--- src/rtl/mesi_isc_broad_snoop_cntl_pkg.sv ---
// Shared definitions for the broadcast snoop controller: bus widths,
// cbus command and broadcast type encodings, and the FSM state type.
package mesi_isc_broad_snoop_cntl_pkg;

    localparam int CBUS_CMD_WIDTH   = 3;
    localparam int ADDR_WIDTH       = 32;
    localparam int BROAD_TYPE_WIDTH = 2;
    localparam int BROAD_ID_WIDTH   = 7;
    localparam int CPU_COUNT        = 4;

    localparam logic [CBUS_CMD_WIDTH-1:0] CBUS_CMD_NOP      = 3'd0;
    localparam logic [CBUS_CMD_WIDTH-1:0] CBUS_CMD_WR_SNOOP = 3'd1;
    localparam logic [CBUS_CMD_WIDTH-1:0] CBUS_CMD_RD_SNOOP = 3'd2;
    localparam logic [CBUS_CMD_WIDTH-1:0] CBUS_CMD_EN_WR    = 3'd3;
    localparam logic [CBUS_CMD_WIDTH-1:0] CBUS_CMD_EN_RD    = 3'd4;

    localparam logic [BROAD_TYPE_WIDTH-1:0] BREQ_TYPE_NOP = 2'd0;
    localparam logic [BROAD_TYPE_WIDTH-1:0] BREQ_TYPE_WR  = 2'd1;
    localparam logic [BROAD_TYPE_WIDTH-1:0] BREQ_TYPE_RD  = 2'd2;

    typedef enum logic [1:0] {
        IDLE   = 2'd0,
        SNOOP  = 2'd1,
        ENABLE = 2'd2
    } state_t;

    // Only WR and RD broadcasts need a snoop round; anything else is dropped.
    function automatic logic is_coherent(input logic [BROAD_TYPE_WIDTH-1:0] broad_type);
        return (broad_type == BREQ_TYPE_WR) || (broad_type == BREQ_TYPE_RD);
    endfunction

endpackage

--- src/rtl/mesi_isc_broad_snoop_cntl_if.sv ---
// Bundle of the broadcast FIFO head, FIFO pop strobe and the four-CPU cbus.
// master is the snoop controller's view, slave is the surrounding system.
interface mesi_isc_broad_snoop_cntl_if
    import mesi_isc_broad_snoop_cntl_pkg::*;
();

    logic                                  broad_fifo_status_empty_i;
    logic [ADDR_WIDTH-1:0]                 broad_addr_i;
    logic [BROAD_TYPE_WIDTH-1:0]           broad_type_i;
    logic [1:0]                            broad_cpu_id_i;
    logic [BROAD_ID_WIDTH-1:0]             broad_id_i;
    logic [CPU_COUNT-1:0]                  cbus_ack_array_i;
    logic                                  broad_fifo_rd_o;
    logic [ADDR_WIDTH-1:0]                 cbus_addr_o;
    logic [CPU_COUNT*CBUS_CMD_WIDTH-1:0]   cbus_cmd_array_o;
    logic [BROAD_ID_WIDTH-1:0]             broad_id_o;
    logic                                  busy_o;

    modport master (
        input  broad_fifo_status_empty_i, broad_addr_i, broad_type_i,
               broad_cpu_id_i, broad_id_i, cbus_ack_array_i,
        output broad_fifo_rd_o, cbus_addr_o, cbus_cmd_array_o,
               broad_id_o, busy_o
    );

    modport slave (
        output broad_fifo_status_empty_i, broad_addr_i, broad_type_i,
               broad_cpu_id_i, broad_id_i, cbus_ack_array_i,
        input  broad_fifo_rd_o, cbus_addr_o, cbus_cmd_array_o,
               broad_id_o, busy_o
    );

endinterface

--- src/rtl/mesi_isc_broad_snoop_cntl.sv ---
// Broadcast snoop controller: pops one broadcast from the FIFO, snoops the
// three other CPUs, then enables the originator, one broadcast at a time.
module mesi_isc_broad_snoop_cntl
    import mesi_isc_broad_snoop_cntl_pkg::*;
(
    input  logic                         clk,
    input  logic                         rst_n,
    mesi_isc_broad_snoop_cntl_if.master  bus
);

    state_t                        state;
    state_t                        next_state;
    logic [ADDR_WIDTH-1:0]         addr_q;
    logic [BROAD_ID_WIDTH-1:0]     id_q;
    logic [BROAD_TYPE_WIDTH-1:0]   type_q;
    logic [1:0]                    cpu_q;
    logic [CPU_COUNT-1:0]          mask_q;
    logic [CPU_COUNT-1:0]          mask_merged;
    logic                          pop;
    logic                          pop_valid;
    logic                          snoop_done;
    logic                          enable_ack;
    logic [CBUS_CMD_WIDTH-1:0]     snoop_cmd;
    logic [CBUS_CMD_WIDTH-1:0]     enable_cmd;

    assign pop         = (state == IDLE) && !bus.broad_fifo_status_empty_i;
    assign pop_valid   = pop && is_coherent(bus.broad_type_i);
    assign mask_merged = mask_q | bus.cbus_ack_array_i;
    assign snoop_done  = (state == SNOOP) && (mask_merged == {CPU_COUNT{1'b1}});
    assign enable_ack  = (state == ENABLE) && bus.cbus_ack_array_i[cpu_q];
    assign snoop_cmd   = (bus.broad_type_i == BREQ_TYPE_WR) ? CBUS_CMD_WR_SNOOP : CBUS_CMD_RD_SNOOP;
    assign enable_cmd  = (type_q == BREQ_TYPE_WR) ? CBUS_CMD_EN_WR : CBUS_CMD_EN_RD;

    assign bus.broad_fifo_rd_o = pop;
    assign bus.cbus_addr_o     = addr_q;
    assign bus.broad_id_o      = id_q;
    assign bus.busy_o          = (state != IDLE);

    // State register.
    always_ff @(posedge clk or negedge rst_n) begin
        if (!rst_n) begin
            state <= IDLE;
        end else begin
            state <= next_state;
        end
    end

    // Next-state logic: pop, wait for all snoop acks, wait for the enable ack.
    always_comb begin
        next_state = state;
        case (state)
            IDLE:    if (pop_valid)  next_state = SNOOP;
            SNOOP:   if (snoop_done) next_state = ENABLE;
            ENABLE:  if (enable_ack) next_state = IDLE;
            default: next_state = IDLE;
        endcase
    end

    // Capture the FIFO head on every pop; held until the next pop, even for NOPs.
    always_ff @(posedge clk or negedge rst_n) begin
        if (!rst_n) begin
            addr_q <= '0;
            id_q   <= '0;
            type_q <= BREQ_TYPE_NOP;
            cpu_q  <= '0;
        end else if (pop) begin
            addr_q <= bus.broad_addr_i;
            id_q   <= bus.broad_id_i;
            type_q <= bus.broad_type_i;
            cpu_q  <= bus.broad_cpu_id_i;
        end
    end

    // Ack mask: originator pre-set so its own snoop ack never counts.
    always_ff @(posedge clk or negedge rst_n) begin
        if (!rst_n) begin
            mask_q <= '0;
        end else begin
            case (state)
                IDLE:    if (pop_valid) mask_q <= 4'b0001 << bus.broad_cpu_id_i;
                SNOOP:   mask_q <= mask_merged;
                ENABLE:  if (enable_ack) mask_q <= '0;
                default: mask_q <= '0;
            endcase
        end
    end

    for (genvar n = 0; n < CPU_COUNT; n++) begin : g_cpu
        logic [CBUS_CMD_WIDTH-1:0] cmd_q;

        // Per-CPU command register: snoop, drop on own ack, enable originator last.
        always_ff @(posedge clk or negedge rst_n) begin
            if (!rst_n) begin
                cmd_q <= CBUS_CMD_NOP;
            end else begin
                case (state)
                    IDLE: begin
                        if (pop_valid) begin
                            cmd_q <= (bus.broad_cpu_id_i == 2'(n)) ? CBUS_CMD_NOP : snoop_cmd;
                        end
                    end
                    SNOOP: begin
                        if (snoop_done) begin
                            cmd_q <= (cpu_q == 2'(n)) ? enable_cmd : CBUS_CMD_NOP;
                        end else if (bus.cbus_ack_array_i[n]) begin
                            cmd_q <= CBUS_CMD_NOP;
                        end
                    end
                    ENABLE: begin
                        if (enable_ack) cmd_q <= CBUS_CMD_NOP;
                    end
                    default: cmd_q <= CBUS_CMD_NOP;
                endcase
            end
        end

        assign bus.cbus_cmd_array_o[n*CBUS_CMD_WIDTH +: CBUS_CMD_WIDTH] = cmd_q;
    end

endmodule

--- src/flat_wrapper.sv ---
// flat-port wrapper written by rule: the top's interface ports become plain ports
module mesi_isc_broad_snoop_cntl_flat import mesi_isc_broad_snoop_cntl_pkg::*;
  (clk, rst_n, bus_broad_fifo_status_empty_i, bus_broad_addr_i, bus_broad_type_i, bus_broad_cpu_id_i, bus_broad_id_i, bus_cbus_ack_array_i, bus_broad_fifo_rd_o, bus_cbus_addr_o, bus_cbus_cmd_array_o, bus_broad_id_o, bus_busy_o);
  mesi_isc_broad_snoop_cntl_if bus_i ();
  input  logic clk;
  input  logic rst_n;
  input wire logic [$bits(bus_i.broad_fifo_status_empty_i)-1:0] bus_broad_fifo_status_empty_i;
  input wire logic [$bits(bus_i.broad_addr_i)-1:0] bus_broad_addr_i;
  input wire logic [$bits(bus_i.broad_type_i)-1:0] bus_broad_type_i;
  input wire logic [$bits(bus_i.broad_cpu_id_i)-1:0] bus_broad_cpu_id_i;
  input wire logic [$bits(bus_i.broad_id_i)-1:0] bus_broad_id_i;
  input wire logic [$bits(bus_i.cbus_ack_array_i)-1:0] bus_cbus_ack_array_i;
  output wire logic [$bits(bus_i.broad_fifo_rd_o)-1:0] bus_broad_fifo_rd_o;
  output wire logic [$bits(bus_i.cbus_addr_o)-1:0] bus_cbus_addr_o;
  output wire logic [$bits(bus_i.cbus_cmd_array_o)-1:0] bus_cbus_cmd_array_o;
  output wire logic [$bits(bus_i.broad_id_o)-1:0] bus_broad_id_o;
  output wire logic [$bits(bus_i.busy_o)-1:0] bus_busy_o;
  assign bus_i.broad_fifo_status_empty_i = bus_broad_fifo_status_empty_i;
  assign bus_i.broad_addr_i = bus_broad_addr_i;
  assign bus_i.broad_type_i = bus_broad_type_i;
  assign bus_i.broad_cpu_id_i = bus_broad_cpu_id_i;
  assign bus_i.broad_id_i = bus_broad_id_i;
  assign bus_i.cbus_ack_array_i = bus_cbus_ack_array_i;
  assign bus_broad_fifo_rd_o = bus_i.broad_fifo_rd_o;
  assign bus_cbus_addr_o = bus_i.cbus_addr_o;
  assign bus_cbus_cmd_array_o = bus_i.cbus_cmd_array_o;
  assign bus_broad_id_o = bus_i.broad_id_o;
  assign bus_busy_o = bus_i.busy_o;
  mesi_isc_broad_snoop_cntl u_core (.clk(clk), .rst_n(rst_n), .bus(bus_i));
endmodule
--- config.mk ---
export PLATFORM = sky130hd
export DESIGN_NAME = mesi_isc_broad_snoop_cntl_flat
export DESIGN_NICKNAME = d
export VERILOG_FILES = /design/src/rtl/mesi_isc_broad_snoop_cntl_pkg.sv /design/src/rtl/mesi_isc_broad_snoop_cntl_if.sv /design/src/rtl/mesi_isc_broad_snoop_cntl.sv /design/src/flat_wrapper.sv
export SDC_FILE = /design/constraint.sdc
export NUM_CORES = 1
export LEC_CHECK = 0
export CAP_MARGIN = 10
export CORE_MARGIN = 3
export CORE_UTILIZATION = 35
export CTS_BUF_LIST = sky130_fd_sc_hd__clkbuf_8 sky130_fd_sc_hd__clkbuf_16
export CTS_CLUSTER_SIZE = 16
export DETAILED_ROUTE_END_ITERATION = 10
export PLACE_DENSITY = 0.79
export REMOVE_ABC_BUFFERS = 1
export SYNTH_ARGS = -nofsm -noshare
export SYNTH_HDL_FRONTEND = slang
export SYNTH_SLANG_ARGS = --single-unit
--- constraint.sdc ---
create_clock -name clk -period 1.7 [get_ports clk]
set_input_delay 0.17 -clock clk [delete_from_list [all_inputs] [get_ports clk]]
set_output_delay 0.17 -clock clk [all_outputs]
set_load 0.01 [all_outputs]
# Word level (Yosys, flattened, before mapping)
# Index checks and enable logic that the tools add are counted.
totals:
  input_bits: 50
  out_inout_bits: 53
  wordCells: 84
  regBits: 61
op_classes:
  n_bitwise: 1
  shifts: 1
  muxes: 36
  n_reduce_logical: 16
  eq_ne: 19
  n_lt_le_gt_ge: 1
ops:
  columns: ["operator", "n"]
  rows:
  - ["$mux 3", 22]
  - ["$pmux 3 s3", 4]
  - ["$reduce_and 3->1", 5]
  - ["$eq 2x2->1 const B", 6]
  - ["$ne 3x2->1 const B", 4]
  - ["$pmux 4 s3", 1]
  - ["$eq 2x1->1 const B", 5]
  - ["$mux 2", 4]
  - ["$mux 4", 2]
  - ["$logic_not 2->1", 3]
  - ["$ne 2x1->1 const B", 3]
  - ["$pmux 2 s3", 1]
  - ["$eq 4x4->1 const B", 1]
  - ["$logic_and 1x1->1", 4]
  - ["$or 4x4->4", 1]
  - ["$shl 1x2->4 const A", 1]
  - ["$lt 2x3->1 const B", 1]
  - ["$bmux 1 s2", 1]
  - ["$reduce_and 2->1", 1]
  - ["$reduce_bool 2->1", 1]
  - ["$logic_not 1->1", 1]
  - ["$logic_or 1x1->1", 1]
  - ["$mux 1", 1]

# Longest topological paths before layout
depth:
  depth_word: 5
  depth_mapped: 6
  mapped_depth_nobuf: 6

# Least setup slack after synthesis
# OpenSTA, ideal clock, no wires.
synth_path:
  path_type: "register to register"
  from: "register u_core.cpu_q[1]"
  to: "register u_core.g_cpu[0].cmd_q[0]"
  synth_period_minus_slack_ns: 1.665
  path_stages_with_launch: 5
  path_buffers: 0
  setup_slack_ns: 0.035
  arrival_time_ns: 1.540
  required_time_ns: 1.575
  setup_ns: 0.125
  cell_sequence: "dfrtp_1 -> mux2_4 -> a22o_4 -> o22ai_2 -> mux2_2"
synth_via:
  elab_chain_cells: 5
  word_cells_on_any_way: 9
  cone_classes: "eq/ne: 1; mux: 5; reduce/logical: 3"
synth_rtl:
  columns: ["element", "line_no", "text"]
  rows:
  - ["start: declaration", "mesi_isc_broad_snoop_cntl.sv:16", "logic [1:0] cpu_q;"]
  - ["start signal: assignment", "mesi_isc_broad_snoop_cntl.sv:70", "cpu_q <= bus.broad_cpu_id_i;"]
  - ["$bmux 1 s2", "mesi_isc_broad_snoop_cntl.sv:30", "assign enable_ack = (state == ENABLE) && bus.cbus_ack_array_i[cpu_q];"]
  - ["$mux 1 (implied by the code)", "mesi_isc_broad_snoop_cntl.sv:30", null]
  - ["$logic_and 1x1->1", "mesi_isc_broad_snoop_cntl.sv:30", null]
  - ["$ne 2x1->1 (no line)", null, null]
  - ["$reduce_and 3->1 (no line)", null, null]
  - ["end signal: assignment", "mesi_isc_broad_snoop_cntl.sv:99", "cmd_q <= (bus.broad_cpu_id_i == 2'(n)) ? CBUS_CMD_NOP : snoop_cmd;"]
  - ["end signal: assignment", "mesi_isc_broad_snoop_cntl.sv:104", "cmd_q <= (cpu_q == 2'(n)) ? enable_cmd : CBUS_CMD_NOP;"]
  - ["end: declaration", "mesi_isc_broad_snoop_cntl.sv:89", "logic [CBUS_CMD_WIDTH-1:0] cmd_q;"]
# Several ways; a longest one is shown, not always the timed one. The select of a mux whose other input is x is not followed.
# A chain may end at the register's enable or synchronous reset.

# Worst setup path after layout
layout_path:
  from: "register u_core.cpu_q[1]"
  to: "register u_core.g_cpu[2].cmd_q[0]"
layout_via:
  elab_chain_cells: 5
  word_cells_on_any_way: 9
  cone_classes: "eq/ne: 2; mux: 5; reduce/logical: 2"
layout_rtl:
  columns: ["element", "line_no"]
  rows:
  - ["$bmux 1 s2", "mesi_isc_broad_snoop_cntl.sv:30"]
  - ["$mux 1 (implied by the code)", "mesi_isc_broad_snoop_cntl.sv:30"]
  - ["$logic_and 1x1->1", "mesi_isc_broad_snoop_cntl.sv:30"]
  - ["$ne 2x1->1 (no line)", null]
  - ["$reduce_and 3->1 (no line)", null]
  - ["end signal: assignment", "mesi_isc_broad_snoop_cntl.sv:99"]
  - ["end signal: assignment", "mesi_isc_broad_snoop_cntl.sv:104"]
  - ["end: declaration", "mesi_isc_broad_snoop_cntl.sv:89"]
# Several ways; a longest one is shown, not always the timed one. The select of a mux whose other input is x is not followed.

==> summary.md <==
| Metric | Value |
|---|---|
| Post-Syn Instances | `194` |
| F_max | `0.5684 GHz` |
| Share of cells above drive strength 1 | `31.83%` |
| Post-synth EDFFs | `0` |
| Htree depth | `3` |
| Critical Path RT | `1.91 ns` |
| Internal Power | `0.005426 W` |
| Sequential power share | `32.2%` |
| Top post-synthesis cells by count | `61 x dfrtp_1, 47 x mux2_2, 12 x nor2_1, 10 x o22ai_1, 7 x nor2b_1` |
| Slew Limit Fails | `0` |
| WS Path Type | `reg -> reg` |
| NetSw | `0.002632 W` |
| Final period util | `103.5%` |
| Die area | `0.008674 mm²` |
| FFs w/ async S/R, synth | `100.0%` |
| Cell Pwr Density | `1883 mW/mm²` |
| Netlist Area Pre-Place | `0.002658 mm²` |
| Final worst slack | `-0.05927 ns` |
| Part of the power in the clock network | `15.6%` |
| Final core utilization | `58.70%` |
| Syn Area/Cell | `13.70 µm²` |
| Worst-Margin Slew | `0.4637 ns` |
| Core area | `0.007292 mm²` |
| Synth cell types | `34` |
| Placer Congestion | `0.8780` |
| Rel. slew slack | `69.09%` |
| Final wirelength | `6971 µm` |
| Die width | `93.14 µm` |
| Final min period | `1.759 ns` |
| Boundary Pins | `103` |
| GRT overflow | `0` |
| DRT Pass-1 Iters | `4` |
| Die Y | `93.14 µm` |
| Synth Register Bits | `61` |
| CTS tree | `done` |
| Setup violators final | `8` |
| Top-count cell post-synth | `dfrtp_1` |
| Initial core utilization | `36.44%` |
| Placed instance area | `0.003965 mm²` |
| Hold crit path type | `in -> async` |
| Vias | `2154` |
| Setup Skew | `0.008913 ns` |
| Largest net degree at the start of global routing | `24` |
| Logic pwr share | `52.2%` |
| Worst-path clk slew | `0.07 ns` |
| Clock Path Buffers | `2` |
| Top_reg_cell synth | `dfrtp_1` |
| Initial antenna violation count | `0` |
| DP HPWL | `5387 µm` |
| Startpoint Class | `register` |
| Pre-CTS setup slack | `-0.4709 ns` |
| Worst EP arrival | `1.97 ns` |
| CTS Buf Count | `9` |
| Sink Count | `61` |
| Drc violations | `0` |
| Cell taking the most area after synthesis | `dfrtp_1` |
| Number of global-route vias before repair | `2287` |
| Worst-Skew Late Latency | `0.33 ns` |
| Violated checks | `setup timing` |
| Worst-path fanout max | `5` |
| Post-DR vias/cell | `4.986` |
| Maximum VDD drop | `0.8715 mV` |
| Post-synthesis sequential area ratio | `57.44%` |
| Row cnt | `31` |
| RSZ-0062 raised after global routing | `true` |
| Design area | `0.004280 mm²` |
| Syn. warnings | `0` |
| Worst hold margin | `0.3253 ns` |
| Outcome | `finished with violations` |
| Initial DRC Count | `65` |
| Leak pwr | `1.809 nW` |
| Final nets | `379` |
| Final hold vios | `0` |
| Global-route wire length before repair | `11230 µm` |
| Synth-to-layout area growth | `61.06%` |
| Area fraction of the dominant cell type after synthesis | `57.44%` |
| Max-cap viol count | `0` |
| Avg WL per Cell | `16.14 µm` |
| Worst Setup End Kind | `register` |
| Clk root buf | `clkbuf_8` |
| ANT cells | `0` |
| Sw frac | `32.67%` |
| Routed Antenna Nets | `0` |
| Tot GR Track Use | `16.72%` |
| PortBufs | `102` |
| Ranking of synthesized cells by area | `dfrtp_1 57%, mux2_2 20%, o22ai_1 2.4%` |
[power by group through the flow]
stage	Clock, W	Combinational, W	Sequential [W]
CTS	0.00129	0.00409	0.00260
global placement	0	0.00388	0.00258
detailed placement	0	0.00395	0.00262
finish	0.00126	0.00420	0.00260
floorplan	0	0.00160	0.00287
global route	0.00136	0.00450	0.00269
[placed cells by master (no fill, tap or decap), drive strengths merged, types with 2 or more instances in the layout]
cell,n
nor2b,7
dfrtp,61
buf,28
and2,2
nand3,3
or3,2
inv,4
mux2,53
o21ai,2
clkdlybuf4s50,99
nor2,13
a21oi,4
o2bb2ai,4
o22a,6
clkinv,2
clkbuf,10
o22ai,14
nand2,2
[metal layers]
metal	GRT usage [%]	share of wire, %	up-vias
met5	0	0	-
met1	19.66	41	1073
met2	27.41	49	82
met3	6.114	8.5	10
met4	7.326	1.6	0
li1	-	-	989
[final timing paths]
check                                            from                          to  slack [ns]  cells after the start
setup reg to reg                      u_core.cpu_q[1]    u_core.g_cpu[2].cmd_q[0]       -0.06                      4
max in group asynchronous                       rst_n  u_core.bus.cbus_addr_o[23]        0.72                      3
hold reg to reg            u_core.bus.cbus_addr_o[20]  u_core.bus.cbus_addr_o[20]        0.50                      1
setup / recovery                      u_core.cpu_q[1]    u_core.g_cpu[2].cmd_q[0]       -0.06                      4
hold / removal                                  rst_n             u_core.cpu_q[1]        0.33                      2
min in group clk                 bus_broad_addr_i[24]  u_core.bus.cbus_addr_o[24]        0.44                      2
[cell families after synthesis]
group / Yosys count / synth area share, %
fa+ha+maj: 1 / 0.4707
mux: 54 / 23.12
buf+inv: 9 / 1.506
flops: 61 / 57.44
simple gates: 36 / 7.439
compound gates: 33 / 10.03
[layout make-up]
type	instances	area [µm²]
Tap cell	99	123.9
Fill cell	619	3012
Timing Repair Buffer	130	1242
Clock buffer	10	137.6
Sequential cell	61	1528
Inverter	2	7.507
Multi-Input combinational cell	124	1186
Clock inverter	6	55.05
[stage by stage]
step / instances / total power [W] / TNS (ns)
after floorplan: 187 / 0.004469 / -11.41
after global placement: 413 / 0.006462 / -5.736
after detailed placement: 413 / 0.006568 / -6.760
after CTS: 431 / 0.007988 / -0.2762
after global routing: 432 / 0.008554 / -0.6573
final: 432 / 0.008058 / -0.3497
[registers in the layout, indices dropped and copies added, names as in the netlist]
signal	count
u_core.bus.broad_id_o	7
u_core.mask_q	4
u_core.bus.cbus_addr_o	32
u_core.state	2
u_core.type_q	2
u_core.cpu_q	2
u_core.g_cpu.cmd_q	12
[worst max-delay path: stages (launching register included)]
cell and delay (ns):
dfrtp_2 0.45, mux2_4 0.33, a22o_4 0.32, o22ai_4 0.23, mux2_4 0.32
[repair_timing]
item	CTS	global route
hold buffers	1	0
buffers inserted	1	1
pin swaps	1	5
endpoints found under the hold margin	17	0
endpoints found under the setup margin	14	21
gates resized for setup	10	12
Power figures use the tool's default switching activity.
